**src/rtl/mx_seq_pkg.sv**
```systemverilog
// mx_seq_pkg: shared op and FSM state encodings for the matrix sequencer
// Contents: mx_op_e (MSCALE/MADDS/MSUM/MDOT), mx_state_e (IDLE/RUN/DONE), is_reduction()
package mx_seq_pkg;
    typedef enum logic [1:0] {
        MSCALE = 2'b00,
        MADDS  = 2'b01,
        MSUM   = 2'b10,
        MDOT   = 2'b11
    } mx_op_e;
    typedef enum logic [1:0] {
        ST_IDLE = 2'b00,
        ST_RUN  = 2'b01,
        ST_DONE = 2'b10
    } mx_state_e;
    function automatic logic is_reduction(input mx_op_e op);
        return op == MSUM || op == MDOT;
    endfunction
endpackage

```
**src/rtl/mx_seq_if.sv**
```systemverilog
// mx_seq_if: EX-stage <-> matrix sequencer handshake and operand/result bus
// master: drives mx_start/mx_op/mx_op_m/mx_op_a/mx_flush, sees mx_stall/mx_done/results
// slave:  the sequencer side of the same signals
interface mx_seq_if #(
    parameter int LANES = 4,
    parameter int LW    = 32
);
    logic                mx_start;
    logic [1:0]          mx_op;
    logic [LANES*LW-1:0] mx_op_m;
    logic [LW-1:0]       mx_op_a;
    logic                mx_flush;
    logic                mx_stall;
    logic                mx_done;
    logic [LANES*LW-1:0] mx_matrix_o;
    logic [LW-1:0]       mx_scalar_o;
    modport master (
        output mx_start, mx_op, mx_op_m, mx_op_a, mx_flush,
        input  mx_stall, mx_done, mx_matrix_o, mx_scalar_o
    );
    modport slave (
        input  mx_start, mx_op, mx_op_m, mx_op_a, mx_flush,
        output mx_stall, mx_done, mx_matrix_o, mx_scalar_o
    );
endinterface

```
**src/rtl/mx_seq_lane_alu.sv**
```systemverilog
// mx_lane_alu: combinational lane unit shared by all lanes of one operation
// i_op: operation, i_m: current lane operand, i_a: scalar, i_acc: running reduction
// o_res: lane result (MSCALE/MADDS) or updated accumulator (MSUM/MDOT)
module mx_lane_alu
    import mx_seq_pkg::*;
#(
    parameter int LW = 32
) (
    input  mx_op_e        i_op,
    input  logic [LW-1:0] i_m,
    input  logic [LW-1:0] i_a,
    input  logic [LW-1:0] i_acc,
    output logic [LW-1:0] o_res
);
    logic [LW-1:0] w_prod;
    assign w_prod = i_m * i_a;
    always_comb begin
        o_res = i_op == MSCALE ? w_prod :
                i_op == MADDS  ? i_m + i_a :
                i_op == MSUM   ? i_acc + i_m :
                                 i_acc + w_prod;
    end
endmodule

```
**src/rtl/mx_seq.sv**
```systemverilog
// mx_seq: multi-cycle matrix sequencer, one lane per cycle through a shared lane ALU
// clk, rstn (async active-low); bus (slave): start/op/operands/flush in,
// stall/done/matrix/scalar results out
module mx_seq
    import mx_seq_pkg::*;
#(
    parameter int LANES = 4,
    parameter int LW    = 32
) (
    input logic  clk,
    input logic  rstn,
    mx_seq_if.slave bus
);
    localparam int CW = LANES > 1 ? $clog2(LANES) : 1;
    mx_state_e           r_state, w_next;
    mx_op_e              r_op;
    logic [CW-1:0]       r_lane;
    logic [LANES*LW-1:0] r_m, r_mat;
    logic [LW-1:0]       r_a, r_acc, w_lane_m, w_res;
    logic                w_accept, w_last;
    assign w_accept = r_state == ST_IDLE && bus.mx_start && !bus.mx_flush;
    assign w_last   = r_lane == CW'(LANES - 1);
    assign w_lane_m = r_m[r_lane*LW +: LW];
    mx_lane_alu #(.LW(LW)) u_alu (
        .i_op  (r_op),
        .i_m   (w_lane_m),
        .i_a   (r_a),
        .i_acc (r_acc),
        .o_res (w_res)
    );
    always_ff @(posedge clk or negedge rstn) begin
        if (!rstn) r_state <= ST_IDLE;
        else       r_state <= w_next;
    end
    // stall/done are gated by rstn so reset silences them even with inputs high
    always_comb begin
        w_next = bus.mx_flush        ? ST_IDLE :
                 r_state == ST_IDLE ? (bus.mx_start ? ST_RUN : ST_IDLE) :
                 r_state == ST_RUN  ? (w_last ? ST_DONE : ST_RUN) :
                                      ST_IDLE;
        bus.mx_stall = rstn && (w_accept || (r_state == ST_RUN && !bus.mx_flush));
        bus.mx_done  = rstn && r_state == ST_DONE && !bus.mx_flush;
    end
    always_ff @(posedge clk or negedge rstn) begin
        if (!rstn) begin
            r_op   <= MSCALE;
            r_m    <= '0;
            r_a    <= '0;
            r_lane <= '0;
            r_acc  <= '0;
            r_mat  <= '0;
        end else if (bus.mx_flush) begin
            r_lane <= '0;
            r_acc  <= '0;
            r_mat  <= '0;
        end else if (w_accept) begin
            r_op   <= mx_op_e'(bus.mx_op);
            r_m    <= bus.mx_op_m;
            r_a    <= bus.mx_op_a;
            r_lane <= '0;
            r_acc  <= '0;
            r_mat  <= '0;
        end else if (r_state == ST_RUN) begin
            r_lane <= w_last ? '0 : r_lane + 1'b1;
            if (is_reduction(r_op)) r_acc <= w_res;
            else                    r_mat[r_lane*LW +: LW] <= w_res;
        end
    end
    assign bus.mx_matrix_o = r_mat;
    assign bus.mx_scalar_o = r_acc;
endmodule

```
**src/flat_wrapper.sv**
```systemverilog
// flat-port wrapper written by rule: the top's interface ports become plain ports
module mx_seq_flat import mx_seq_pkg::*;
#(
    parameter int LANES = 4,
    parameter int LW    = 32
)
  (clk, rstn, bus_mx_start, bus_mx_op, bus_mx_op_m, bus_mx_op_a, bus_mx_flush, bus_mx_stall, bus_mx_done, bus_mx_matrix_o, bus_mx_scalar_o);
  mx_seq_if #(.LANES(LANES), .LW(LW)) bus_i ();
  input logic clk;
  input logic rstn;
  input wire logic [$bits(bus_i.mx_start)-1:0] bus_mx_start;
  input wire logic [$bits(bus_i.mx_op)-1:0] bus_mx_op;
  input wire logic [$bits(bus_i.mx_op_m)-1:0] bus_mx_op_m;
  input wire logic [$bits(bus_i.mx_op_a)-1:0] bus_mx_op_a;
  input wire logic [$bits(bus_i.mx_flush)-1:0] bus_mx_flush;
  output wire logic [$bits(bus_i.mx_stall)-1:0] bus_mx_stall;
  output wire logic [$bits(bus_i.mx_done)-1:0] bus_mx_done;
  output wire logic [$bits(bus_i.mx_matrix_o)-1:0] bus_mx_matrix_o;
  output wire logic [$bits(bus_i.mx_scalar_o)-1:0] bus_mx_scalar_o;
  assign bus_i.mx_start = bus_mx_start;
  assign bus_i.mx_op = bus_mx_op;
  assign bus_i.mx_op_m = bus_mx_op_m;
  assign bus_i.mx_op_a = bus_mx_op_a;
  assign bus_i.mx_flush = bus_mx_flush;
  assign bus_mx_stall = bus_i.mx_stall;
  assign bus_mx_done = bus_i.mx_done;
  assign bus_mx_matrix_o = bus_i.mx_matrix_o;
  assign bus_mx_scalar_o = bus_i.mx_scalar_o;
  mx_seq #(.LANES(LANES), .LW(LW)) u_core (.clk(clk), .rstn(rstn), .bus(bus_i));
endmodule
```
**config.mk**
```make
export PLATFORM = sky130hd
export DESIGN_NAME = mx_seq_flat
export DESIGN_NICKNAME = d
export VERILOG_FILES = /design/src/rtl/mx_seq_pkg.sv /design/src/rtl/mx_seq_if.sv /design/src/rtl/mx_seq_lane_alu.sv /design/src/rtl/mx_seq.sv /design/src/flat_wrapper.sv
export SDC_FILE = /design/constraint.sdc
export NUM_CORES = 2
export LEC_CHECK = 0
export BUFFER_PORTS_ARGS = -buffer_cell sky130_fd_sc_hd__clkbuf_2
export CAP_MARGIN = 10
export CORE_ASPECT_RATIO = 2
export CORE_MARGIN = 5
export CORE_UTILIZATION = 45
export CTS_BUF_LIST = sky130_fd_sc_hd__clkbuf_16
export CTS_CLUSTER_DIAMETER = 200
export DETAILED_ROUTE_END_ITERATION = 10
export HOLD_SLACK_MARGIN = 0.1
export PLACE_DENSITY = 0.69
export SLEW_MARGIN = 20
export SYNTH_ARGS = -nofsm -noshare
export SYNTH_HDL_FRONTEND = slang
export SYNTH_SLANG_ARGS = --single-unit
```
**constraint.sdc**
```tcl
create_clock -name clk -period 11.3 [get_ports clk]
set_input_delay 2.26 -clock clk [delete_from_list [all_inputs] [get_ports clk]]
set_output_delay 2.26 -clock clk [all_outputs]
set_load 0.05 [all_outputs]
```
# Word level (Yosys, flattened, before mapping)
# Cells that the tools add are included.
[word_totals]
reg_bits = 326
latch_bits = 0
mem_bits_rw = 0
mem_bits_ro = 0
in_bits = 166
out_inout_bits = 162
n_memories = 0
[classes]
add_sub_neg = 5
n_mul = 1
n_div = 0
order_cmp = 0
eq_ne = 7
shifts = 3
n_mux = 21
n_bitwise = 1
reduce_logical = 16
[op_table]
columns = ["cell", "count"]
rows = [
  ["$mux W128", 4],
  ["$mux W32", 7],
  ["$bwmux W128", 1],
  ["$shift A32 B34 Y128 const A", 1],
  ["$shiftx A128 B8 Y32", 1],
  ["$shiftx A32 B34 Y128", 1],
  ["$add A32 B32 Y32", 3],
  ["$neg A7 Y34", 1],
  ["$mul A32 B32 Y32", 1],
  ["$mux W2", 8],
  ["$eq A2 B2 Y1 const B", 4],
  ["$logic_and A1 B1 Y1", 6],
  ["$reduce_and A2 Y1", 3],
  ["$reduce_bool A3 Y1", 2],
  ["$eq A2 B1 Y1 const B", 2],
  ["$logic_not A2 Y1", 2],
  ["$ne A3 B2 Y1 const B", 1],
  ["$add A2 B1 Y2 const B", 1],
  ["$logic_or A1 B1 Y1", 2],
  ["$logic_not A1 Y1", 1],
  ["$mux W1", 1],
  ["$not A1 Y1", 1],
]

# Longest topological paths before layout
[depth]
word_depth = 12
depth_mapped = 42
mapped_depth_nobuf = 36

# Cells and area by module
# From an unflattened synthesis, not the netlist that was laid out.
[hier_totals]
hier_cells = 3264
hier_area_um2 = 32955.4
[by_module_without_submodules]
columns = ["module", "instances", "cells_each", "area_per_inst_um2"]
rows = [
  ["mx_lane_alu", 1, 2344, 19731.4],
  ["mx_seq", 1, 920, 13223.9],
]

# Least setup slack after synthesis
# No wires, ideal clock.
[synth_timing]
kind = "reg2reg"
start = "reg u_core.r_lane[0]"
end = "reg u_core.r_acc[31] (netlist: u_core.bus.mx_scalar_o[31])"
t_arrival_ns = 9.084
required_time_ns = 11.162
path_slack_ns = 2.078
stages_incl_launch_ff = 38
path_buffers = 4
path_cell_list = "dfrtp_1 > buf_6 > buf_2 > mux4_2 > clkbuf_1 > clkbuf_1 > ha_1 > fa_1 > inv_1 > fa_1 > fa_1 > inv_1 > fa_1 > ha_1 > ha_1 > inv_1 > fa_1 > inv_1 > (+2 left out) > a2111oi_0 > o21ai_0 > o211ai_1 > a21boi_0 > o21a_1 > or2_2 > a21oi_1 > xnor2_1 > o21ai_0 > ha_1 > nand4_1 > or2_2 > nand3_1 > o21bai_1 > a41o_1 > a211oi_1 > a31oi_1 > o221ai_1"
[synth_between]
elab_chain_cells = 10
word_cells_on_any_way = 12
classes_between = "add/sub: 3; mul: 1; shift: 1; mux: 7"
[synth_lines]
columns = ["element", "line", "source"]
rows = [
  ["start: declaration", "mx_seq.sv:17", "logic [CW-1:0] r_lane;"],
  ["start signal: assignment", "mx_seq.sv:64", "r_lane <= w_last ? '0 : r_lane + 1'b1;"],
  ["$shiftx A128 B8 Y32 (*)", "mx_seq.sv:23", "assign w_lane_m = r_m[r_lane*LW +: LW];"],
  ["$mul A32 B32 Y32", "mx_seq_lane_alu.sv:16", "assign w_prod = i_m * i_a;"],
  ["$add A32 B32 Y32", "mx_seq_lane_alu.sv:21", "i_acc + w_prod;"],
  ["$mux W32", "mx_seq_lane_alu.sv:20", "i_op == MSUM ? i_acc + i_m :"],
  ["$mux W32", "mx_seq_lane_alu.sv:19", "i_op == MADDS ? i_m + i_a :"],
  ["$mux W32 (*)", "mx_seq_lane_alu.sv:18", "o_res = i_op == MSCALE ? w_prod :"],
  ["$mux W32 (*)", "mx_seq.sv:65", "if (is_reduction(r_op)) r_acc <= w_res;"],
  ["$mux W32 (*)", "mx_seq.sv:63", "end else if (r_state == ST_RUN) begin"],
  ["$mux W32 (*)", "mx_seq.sv:56", "end else if (w_accept) begin"],
  ["$mux W32 (*)", "mx_seq.sv:52", "end else if (bus.mx_flush) begin"],
  ["end signal: assignment", "mx_seq.sv:65", ""],
  ["end: declaration", "mx_seq.sv:19", "logic [LW-1:0] r_a, r_acc, w_lane_m, w_res;"],
]
# Mark *: on every way between the ends. The rest lies on a longest branch, timed or not. The select of a mux whose other input is x is not followed.
# A chain may end at the register's enable or synchronous reset.

# Final worst setup path
[layout_timing]
start = "reg u_core.r_lane[0]"
end = "reg u_core.r_mat[55] (netlist: u_core.bus.mx_matrix_o[55])"
[layout_between]
elab_chain_cells = 12
word_cells_on_any_way = 16
classes_between = "add/sub: 4; mul: 1; shift: 3; mux: 8"
[layout_lines]
columns = ["element", "line", "source"]
rows = [
  ["$shiftx A128 B8 Y32", "mx_seq.sv:23", ""],
  ["$mul A32 B32 Y32", "mx_seq_lane_alu.sv:16", ""],
  ["$add A32 B32 Y32", "mx_seq_lane_alu.sv:21", ""],
  ["$mux W32", "mx_seq_lane_alu.sv:20", ""],
  ["$mux W32", "mx_seq_lane_alu.sv:19", ""],
  ["$mux W32", "mx_seq_lane_alu.sv:18", ""],
  ["$shiftx A32 B34 Y128", "mx_seq.sv:66", "else r_mat[r_lane*LW +: LW] <= w_res;"],
  ["$bwmux W128 (*)", "mx_seq.sv:66", ""],
  ["$mux W128 (*)", "mx_seq.sv:65", ""],
  ["$mux W128 (*)", "mx_seq.sv:63", ""],
  ["$mux W128 (*)", "mx_seq.sv:56", ""],
  ["$mux W128 (*)", "mx_seq.sv:52", ""],
  ["end signal: indexed assignment", "mx_seq.sv:66", ""],
  ["end: declaration", "mx_seq.sv:18", "logic [LANES*LW-1:0] r_m, r_mat;"],
]
# Marks and branches as above.

==> summary.txt <==
Synth
  • Mapped cell area: approximately 32000 um2
  • Top FF cell, synth: dfrtp_1
  • Area leader, netlist: fa_1
  • Synth warn: 0
  • Synth Instances: ~3200
  • Post-synth net total: ~4000
  • Sequential element share of the synthesized area: 0.2530
  • Post-synth EDFFs: 0
  • Multiplexer share of the synthesized area: 0.08235
  • Synth unique cells: 68
  • Post-synthesis register bit count: between 300 and 400
  • Post-Syn Area per Cell: between 10 and 15 um2
  • Most common cell in the netlist: nand2_1
  • Synth Area in Compound Gates: 0.09559
  • Simple-gate portion of the synthesized area: 0.1334
  • Top cells by area, synth: fa_1 (25%), dfrtp_1 (25%), ha_1 (7.4%)
  • Post-Synth Adder-Cell Area: 0.3287
  • Largest family of logic cells by synthesized area: adder cells
  • FFs w/ async S/R, synth: 1.000
  • Post-synthesis xor/xnor area fraction: 0.03722
  • Share of the synthesized area in the top cell type: 0.2546
  • Post-synth top cells: nand2_1 (427), inv_1 (425), fa_1 (410), dfrtp_1 (326), and2_1 (276)

Global routing
  • Grt ovf: 0
  • Vias in the first global route: ~28000
  • Initial antenna violation count: 4
  • First-pass GRT wire length: around 170000 um
  • Pin count of the biggest net entering global routing: between 100 and 150
  • Total GRT Usage: 0.2855

Clock tree
  • Clock Tree Root: clkbuf_16
  • TritonCTS clock tree: done
  • Clock Pin Slew Worst Setup and Hold Paths: around 0.07 ns
  • Clk_lat worst skew: roughly 0.61 ns
  • Total CTS buffers: 30
  • Post-CTS Setup Inserts: 0
  • Cts hold-fix bufs: 0
  • # clock sinks: roughly 330
  • Number of H-tree levels: 1
  • Count of cells resized by post-cts repair: 0
  • Clk buf depth: 3

Detailed routing
  • Drt wl/cell: roughly 25 um
  • Via density: a little under 6
  • Final ANT Viol Nets: 0
  • Total wire length: around 110000 um
  • Via count: between 20000 and 30000
  • Residual DRC: 0
  • Detailed Routing Iterations Pass 1: 6
  • Number of DRC markers in iteration 0: 1575

Setup path
  • Critical Path Max Stage Delay: about 0.9 ns
  • Worst Setup EP: u_core.bus.mx_matrix_o[55]
  • Crit Reg-Reg Endpoint: u_core.bus.mx_matrix_o[55]
  • CP Launch Point: u_core.r_lane[0]
  • Top Family by Delay on Critical Path: adder cells
  • RR Startpoint: u_core.r_lane[0]
  • Required time of the critical path: 11.80 ns
  • Worst setup SP type: flop
  • Critical Path Fanout Max: 24
  • FF-to-FF path depth: 33
  • Worst reg-to-reg setup slack: around 0.62 ns
  • WP buf/inv: 4
  • Worst setup path class: reg -> reg
  • Slowest CP cell: mux4_2
  • Critical Path Sink Type: flop
  • CP arrival: around 11 ns
  • CP Depth: 33

Timing
  • Final setup viols: 0
  • Worst-margin pin slew: between 1 and 1.5 ns
  • RSZ-0062 raised after global routing: false
  • Setup Skew: between 0.03 and 0.04 ns
  • Top achievable clock speed: ~94 MHz
  • Total negative slack: 0 ns
  • Final Max Tran Viols: 0
  • Rel. slew slack: 0.2631
  • Final period utilization: 0.9451
  • Final hold viol count: 0
  • Minimum clock period: around 11 ns

Placed design
  • Post-DP HPWL: between 80000 and 90000 um
  • Port Buffers: approximately 330
  • GP Congestion: around 0.98
  • Area after DPL: between 30000 and 40000 um2

Final layout
  • Share of cells above drive strength 1: 0.1881
  • # fillers: 6535
  • Final #Nets: between 4000 and 5000
  • Design area: approximately 36000 um2
  • P&R area growth vs syn: 11.29%

Floorplanning
  • Die W: roughly 200 um
  • Area of the die: between 70000 and 80000 um2
  • Ports: roughly 330
  • Core area: 71480 um2
  • Row cnt: between 100 and 150
  • Die span in y: just under 400 um
  • Initial Util: 0.4510

Outcome
  • Outcome: completed

Min path
  • Hold Path Class: reg -> reg

Flow run
  • Max cap viols: 0
==> metal layers <==
layer / global-route usage / wire length (um)
met1: 0.3073 / 36230
met5: 0 / 0
met2: 0.4970 / 56320
met4: 0.1949 / 9602
met3: 0.05689 / 8509
==> sequential cells by signal, indices dropped and copies added, names as in the netlist <==
| signal | count |
|---|---|
| u_core.r_lane | 2 |
| u_core.r_m | 128 |
| u_core.r_state | 2 |
| u_core.bus.mx_scalar_o | 32 |
| u_core.bus.mx_matrix_o | 128 |
| u_core.r_a | 32 |
| u_core.r_op | 2 |
==> worst register-to-register path, delay by kind of cell (launching register included) <==
family	cells	cell delay, ns
mux	1	0.92
buf+inv	4	0.22
xor+xnor	1	0.20
compound gates	13	3.44
flops	1	0.88
fa+ha+maj	10	4.14
simple gates	4	0.81
==> area by class of cell <==
cell class / instances / area [um2] / share of cell area
clock buffer: 31 / 775.7 / 0.02162
timing repair buffer: 382 / 2092 / 0.05831
inverter: 425 / 1595 / 0.04446
multi-input combinational: 2294 / 21880 / 0.6098
antenna: 3 / 7.507 / 0.0002092
clock inverter: 24 / 219.0 / 0.006103
sequential: 326 / 8164 / 0.2275
tap: 916 / 1146 / 0.03194
==> through the flow <==
stage	setup slack, ns	hold WS [ns]	util	instances
after global routing	0.04123	0.5144	0.5019	4401
after detailed placement	0.7175	0.4739	0.4875	4342
final	0.6207	0.4849	0.5019	4401
after CTS	0.6706	0.4883	0.5014	4397
after floorplan	2.078	0.4752	-	3210
after global placement	0.8431	0.4618	0.4875	4342
==> layout by cell type (no fill, tap or decap), types with 17 or more instances in the layout <==
cell type / instances
ha_1: 191
a22o_1: 70
mux2_2: 162
a21o_1: 45
dfrtp_1: 321
a21oi_1: 79
fa_1: 410
clkbuf_2: 326
nor2_1: 60
a211oi_1: 17
and2_1: 276
clkbuf_16: 31
o21ai_0: 157
xnor2_1: 88
inv_1: 430
buf_4: 53
mux4_2: 32
nand2_1: 427
xor2_1: 39
nand2b_1: 24
==> worst min-delay path by stage <==
stage / from / end / cells past startpoint
2_1_floorplan: u_core.r_m[64] / u_core.r_m[64] / 1
3_3_place_gp: u_core.bus.mx_matrix_o[39] / u_core.bus.mx_matrix_o[39] / 2
3_5_place_dp: u_core.bus.mx_matrix_o[10] / u_core.bus.mx_matrix_o[10] / 2
4_1_cts: u_core.bus.mx_matrix_o[10] / u_core.bus.mx_matrix_o[10] / 2
5_1_grt: u_core.r_m[74] / u_core.r_m[74] / 1
6_report: u_core.bus.mx_matrix_o[74] / u_core.bus.mx_matrix_o[74] / 2
==> cells by family (layout without fill, tap and decap cells) <==
family	Yosys count	in the layout
other	0	3
XOR/XNOR	132	132
AND/OR/NAND/NOR	884	884
multiplexers	205	205
adder cells (fa/ha/maj)	601	601
flip-flops	326	326
buffers and inverters	590	862
AO/OA/AOI/OAI	472	472
Power is left out: the tool's default activity adds up to more than one toggle a clock period on the data nets, which glitch-free logic cannot reach.
